--- src/rtl/xf100_exu_alu_arb.sv ---
// Two-port arbiter in front of the shared ALU, with a one-entry
// result register handed to writeback over valid/ready.
module xf100_exu_alu_arb #(
  parameter int XLEN     = 32,
  parameter int INFO_W   = 11,
  parameter int RFIDX_W  = 5,
  parameter int ARB_MODE = 0
) (
  input  logic               clk,
  input  logic               rst_n,
  input  logic               req0_valid,
  output logic               req0_ready,
  input  logic [INFO_W-1:0]  req0_info,
  input  logic [XLEN-1:0]    req0_rs1,
  input  logic [XLEN-1:0]    req0_rs2,
  input  logic [XLEN-1:0]    req0_imm,
  input  logic               req0_rd_en,
  input  logic [RFIDX_W-1:0] req0_rdidx,
  input  logic               req1_valid,
  output logic               req1_ready,
  input  logic [INFO_W-1:0]  req1_info,
  input  logic [XLEN-1:0]    req1_rs1,
  input  logic [XLEN-1:0]    req1_rs2,
  input  logic [XLEN-1:0]    req1_imm,
  input  logic               req1_rd_en,
  input  logic [RFIDX_W-1:0] req1_rdidx,
  output logic [INFO_W-1:0]  alu_info,
  output logic [XLEN-1:0]    alu_rs1,
  output logic [XLEN-1:0]    alu_rs2,
  output logic [XLEN-1:0]    alu_imm,
  output logic               alu_rd_en,
  output logic [RFIDX_W-1:0] alu_rdidx,
  input  logic [XLEN-1:0]    alu_wbck_data,
  input  logic               alu_wbck_en,
  input  logic [RFIDX_W-1:0] alu_wbck_rdidx,
  output logic               o_valid,
  input  logic               o_ready,
  output logic [XLEN-1:0]    o_data,
  output logic               o_wbck_en,
  output logic [RFIDX_W-1:0] o_rdidx,
  output logic               o_src
);

  localparam logic FIXED = (ARB_MODE == 1);

  logic w_can;
  logic w_gnt0;
  logic w_gnt1;
  logic w_any;
  logic w_both;
  logic r_prio;

  assign w_can  = ~o_valid | o_ready;
  assign w_both = req0_valid & req1_valid;
  assign w_gnt0 = w_can & req0_valid &
                  (~req1_valid | FIXED | ~r_prio);
  assign w_gnt1 = w_can & req1_valid & ~w_gnt0;
  assign w_any  = w_gnt0 | w_gnt1;

  assign req0_ready = w_gnt0;
  assign req1_ready = w_gnt1;

  assign alu_info  = w_gnt0 ? req0_info :
                     w_gnt1 ? req1_info :
                     '0;
  assign alu_rs1   = w_gnt0 ? req0_rs1   : req1_rs1;
  assign alu_rs2   = w_gnt0 ? req0_rs2   : req1_rs2;
  assign alu_imm   = w_gnt0 ? req0_imm   : req1_imm;
  assign alu_rd_en = w_gnt0 ? req0_rd_en : req1_rd_en;
  assign alu_rdidx = w_gnt0 ? req0_rdidx : req1_rdidx;

  always_ff @(posedge clk or negedge rst_n) begin
    if (!rst_n) begin
      o_valid   <= 1'b0;
      o_data    <= '0;
      o_wbck_en <= 1'b0;
      o_rdidx   <= '0;
      o_src     <= 1'b0;
    end else if (w_any) begin
      o_valid   <= 1'b1;
      o_data    <= alu_wbck_data;
      o_wbck_en <= alu_wbck_en;
      o_rdidx   <= alu_wbck_rdidx;
      o_src     <= w_gnt1;
    end else if (o_valid & o_ready) begin
      o_valid   <= 1'b0;
    end
  end

  // Pointer names the loser of a contested grant.
  always_ff @(posedge clk or negedge rst_n) begin
    if (!rst_n) begin
      r_prio <= 1'b0;
    end else if (!FIXED && w_any && w_both) begin
      r_prio <= w_gnt0;
    end
  end

endmodule

--- config.mk ---
export PLATFORM = sky130hd
export DESIGN_NAME = xf100_exu_alu_arb
export DESIGN_NICKNAME = d
export VERILOG_FILES = /design/src/rtl/xf100_exu_alu_arb.sv
export SDC_FILE = /design/constraint.sdc
export NUM_CORES = 1
export LEC_CHECK = 0
export ABC_AREA = 1
export CAP_MARGIN = 20
export CORE_AREA = 2 2 165 167
export CTS_CLUSTER_DIAMETER = 80
export DETAILED_ROUTE_END_ITERATION = 16
export DIE_AREA = 0 0 167 169
export PLACE_DENSITY_LB_ADDON = 0.25
export SETUP_SLACK_MARGIN = 0.1
export SLEW_MARGIN = 20
export SYNTH_ARGS = -nofsm -noshare
export SYNTH_HDL_FRONTEND = slang
export SYNTH_SLANG_ARGS = --single-unit
--- constraint.sdc ---
create_clock -name clk -period 2.19 [get_ports clk]
set_input_delay 0.438 -clock clk [delete_from_list [all_inputs] [get_ports clk]]
set_output_delay 0.438 -clock clk [all_outputs]
set_load 0.005 [all_outputs]
# == Yosys cells after proc, flatten, opt, wreduce, memory -nomap -nowiden ==
# Index checks and enable logic that the tools add are counted.
# totals
regBits,41
input_bits,269
out_inout_bits,155
wordCells,30
# classes
muxes,9
bitwise_logic,13
reduce_logical,2
# ops
op,n
$mux 32,3
$mux 11,2
$and 1x1->1,6
$mux 5,1
$not 1->1,4
$mux 1,3
$or 1x1->1,3
$reduce_bool 2->1,1
$logic_and 1x1->1,1

# == Longest topological paths before layout ==
# logic_depth
word_depth,8
mapped_depth,8

# == Worst setup path after synthesis ==
# Ideal clock, no wire load.
# synth_path
path_kind,input to output
start,input o_ready
end,output alu_imm[0]
t_arrival_ns,1.237
path_slack_ns,0.515
cell_stages,8
path_buffers,2
path_cell_list,inv_1 > nand2_2 > nand3_2 > inv_2 > buf_2 > buf_4 > nand2_1 > nand2_1
# synth_via
elab_chain_len,4
# synth_rtl
item,line,source
from (decl),37,"input logic o_ready,"
$or 1x1->1,53,assign w_can = ~o_valid | o_ready;
$and 1x1->1 (2 in series),55,assign w_gnt0 = w_can & req0_valid &
$mux 32,68,assign alu_imm = w_gnt0 ? req0_imm : req1_imm;
to (decl),30,"output logic [XLEN-1:0] alu_imm,"
# Every way passes these cells.

# == Final worst setup path ==
# layout_path
start,input req1_valid
end,output alu_rs2[16]
# layout_via
elab_chain_len,4
# layout_rtl
item,line,source
from (decl),19,"input logic req1_valid,"
$not 1->1,56,(~req1_valid | FIXED | ~r_prio);
$or 1x1->1,56,
$and 1x1->1,55,
$mux 32,67,assign alu_rs2 = w_gnt0 ? req0_rs2 : req1_rs2;
to (decl),29,"output logic [XLEN-1:0] alu_rs2,"
# Every way passes these cells.

==> flow_summary.toml <==
[run_status]
status = "complete, but fails checks"
violations = "setup timing"

[power_and_ir_drop]
seqPwrFrac_pct = 21.8
p_leak_nw = 4.51
power_frac_clock_pct = 20.4
peakVddDrop_v = 0.000308
pwr-share-comb_pct = 57.8
p_per_area_nw_per_um2 = 466
internal-power_mw = 2.91
switching_share_pct = 31.5
power.switching_mw = 1.34

[timing]
worst_pin_slew_ns = 0.558
setup_ws_ns = -0.0120
hold_viol = 0
period_share_pct = 101
period_minus_slack_ns = 2.20
slew-limit-headroom_pct = 62.8
worst_clock_skew_ns = 0.00465
drv_slew = 0
rsz0062_at_grt = "yes"
timing.fmax_ghz = 0.454
holdWs_ns = 0.217
setup-violations-final = 7

[clock_network]
htreeDepth = 2
cts_inserted_buffers = 5
clock-sinks = 41
cts_tree = "built"
root_buffer = "clkbuf_16"
clock_path_buffers = 2
clkTransAtPathRegs_ns = 0.06
clk_latency_ns = 0.28

[global_routing]
antenna_found_initial = 3
grt_use_total_pct = 14.3
grt_max_degree = 61
gr-total-overflow = 0
grt_pass1_vias = 4866
grt_first_pass_wirelength_um = 30800

[die]
rows = 60
core_sq_um = 26500
die_h_um = 169
initial_core_util_pct = 11.6
ios = 424
die_x_um = 167
die_area_sq_um = 28200

[yosys]
synth_top_area_cell = "nand2_1"
syn_inst = 546
syn-cell-area_sq_um = 3070
synth_nets = 815
synth_most_common_cell = "nand2_1"
ys_warn_count = 0
ys.flop_type = "dfrtp_1"
synth_edf_count = 0
yosys-top-cells-area = "nand2_1 (44%), dfrtp_1 (33%), o21ai_1 (6.4%), inv_1 (5.0%), nand4_1 (2.2%)"
ys_types = 15
ys_async_sr_fraction_pct = 100
synth.avg_cell_area_sq_um = 5.62
synth_seq_cells = 41
ys_seq_area_share_pct = 33.4
synth.cells.most_frequent = "nand2_1 (362), dfrtp_1 (41), inv_1 (41), o21ai_1 (39), clkbuf_1 (15)"
yosysTopAreaCellShare_pct = 44.3

[finish]
drive_above_1_share_pct = 31.4
layout.nets = 1288
syn2layout_area_growth_pct = 197
fin_util_pct = 34.4
antennaDiodeCount = 0
layout.cells.non_filler = 1361
fill_cells = 2840

[detailed_routing]
drt_iter0_markers = 164
dr.pass1.iters = 4
viasPerCell = 3.76
vias = 5111
wl_um = 22100
post_drt_wl_per_cell_um = 16.2
drcViolationCount = 0
ant_nets = 0

[worst_setup_path]
reg2reg_from = "o_valid$_DFFE_PN0P_"
cp.arrival_ns = 1.76
critPathMaxFanout = 8
cp-end-kind = "output port"
cp-startpoint = "req1_valid"
critPathKind = "in -> out"
r2r_setup_slack_ns = 0.88
critPathLaunchType = "input port"
required_ns = 1.75

[placement]
dp_hpwl_um = 17000
portBuffers = 423
dp_cells = 1305
gp_congestion = 0.759

[flow_run]
max-cap-violations = 0

[hold_path]
min_path_type = "in -> async"
## layer usage
layer | global-route usage (%) | vias to the layer above | routed length [um]
li1 | - | 2605 | -
met1 | 18.5 | 2264 | 9590
met2 | 24.1 | 217 | 10600
met3 | 4.40 | 19 | 1690
met4 | 1.72 | 6 | 202
met5 | 0 | - | 35
## path summary, 6_finish.rpt
kind                                                to  cells past startpoint
worst max register to register  o_data[22]$_DFFE_PN0P_                      6
min in group clk                o_data[15]$_DFFE_PN0P_                      2
worst max-delay path                       alu_rs2[16]                     10
worst min-delay path            o_data[18]$_DFFE_PN0P_                      2
worst min register to register  o_data[15]$_DFFE_PN0P_                      2
max in group asynchronous       o_data[16]$_DFFE_PN0P_                      2
## critical path, cell delays in order
cell	delay [ns]
dlygate4sd2_1	0.25
nand2_2	0.10
nand3_4	0.13
buf_12	0.17
buf_16	0.15
buf_12	0.14
clkbuf_16	0.16
nand2_2	0.05
nand2_1	0.04
buf_2	0.12
## logic make-up after synthesis
kind of cell / Yosys count / synth area share (%)
AOI/OAI and AO/OA: 41 / 6.81
buffers and inverters: 77 / 10.8
DFF: 41 / 33.4
and+or+nand+nor: 387 / 49.0
## registers in the layout, indices dropped and copies added, names as in the netlist
signal and cells:
r_prio 1, o_rdidx 5, o_data 32, o_wbck_en 1, o_src 1, o_valid 1
## power groups by stage
stage	registers (mW)	logic [mW]	clock network [mW]
3_5_place_dp	0.938	2.09	0
4_1_cts	0.929	2.21	0.892
2_1_floorplan	0.947	0.558	0
5_1_grt	0.944	2.65	0.930
3_3_place_gp	0.938	2.10	0
6_report	0.927	2.46	0.866
## final cells by class
type                    instances  area, sq um  share of cell area, %
inverters                      42          165                   1.81
multi-input cells             428         2270                   24.9
flip-flops and latches         41         1030                   11.2
well taps                     341          427                   4.68
repair buffers                501         5060                   55.5
clock inverters                 1         30.0                  0.329
clock buffers                   7          143                   1.56
## what timing repair did
| action | CTS | global route |
|---|---|---|
| hold buffers | 0 | 0 |
| setup buffers | 20 | 20 |
| setup endpoints to repair | 115 | 112 |
| pin swaps | 2 | 55 |
| gates resized for setup | 405 | 247 |
| cloned | 10 | 4 |
## through the flow
step                instance area (sq um)  TNS (ns)  setup slack, ns  power (mW)
global placement                     7930    -49.50           -0.499        3.04
CTS                                  8420     -3.74           -0.250        4.03
detailed placement                   7930    -50.02           -0.507        3.03
finish                               9120   -0.0595          -0.0120        4.25
global route                         9120     -2.08          -0.0759        4.52
floorplan                            3070         0            0.515        1.51
## cell usage in the layout, fill, tap and decap left out
cell	n
clkdlybuf4s50_1	304
nand2_1	243
nand2_2	85
buf_2	67
dfrtp_1	41
inv_1	40
o21ai_1	39
buf_6	38
nand2_4	35
buf_4	23
buf_12	19
nand4_1	11
dlygate4sd2_1	10
clkbuf_16	9
buf_16	9
clkbuf_2	9
nand3_2	8
buf_8	6
clkdlybuf4s15_1	5
dlymetal6s2s_1	4
nand3_4	3
clkdlybuf4s15_2	3
inv_2	1
inv_8	1
a21oi_2	1
nand3_1	1
o21ai_4	1
nor2_1	1
clkbuf_8	1
clkbuf_1	1
bufinv_16	1
Power figures use the tool's default switching activity.
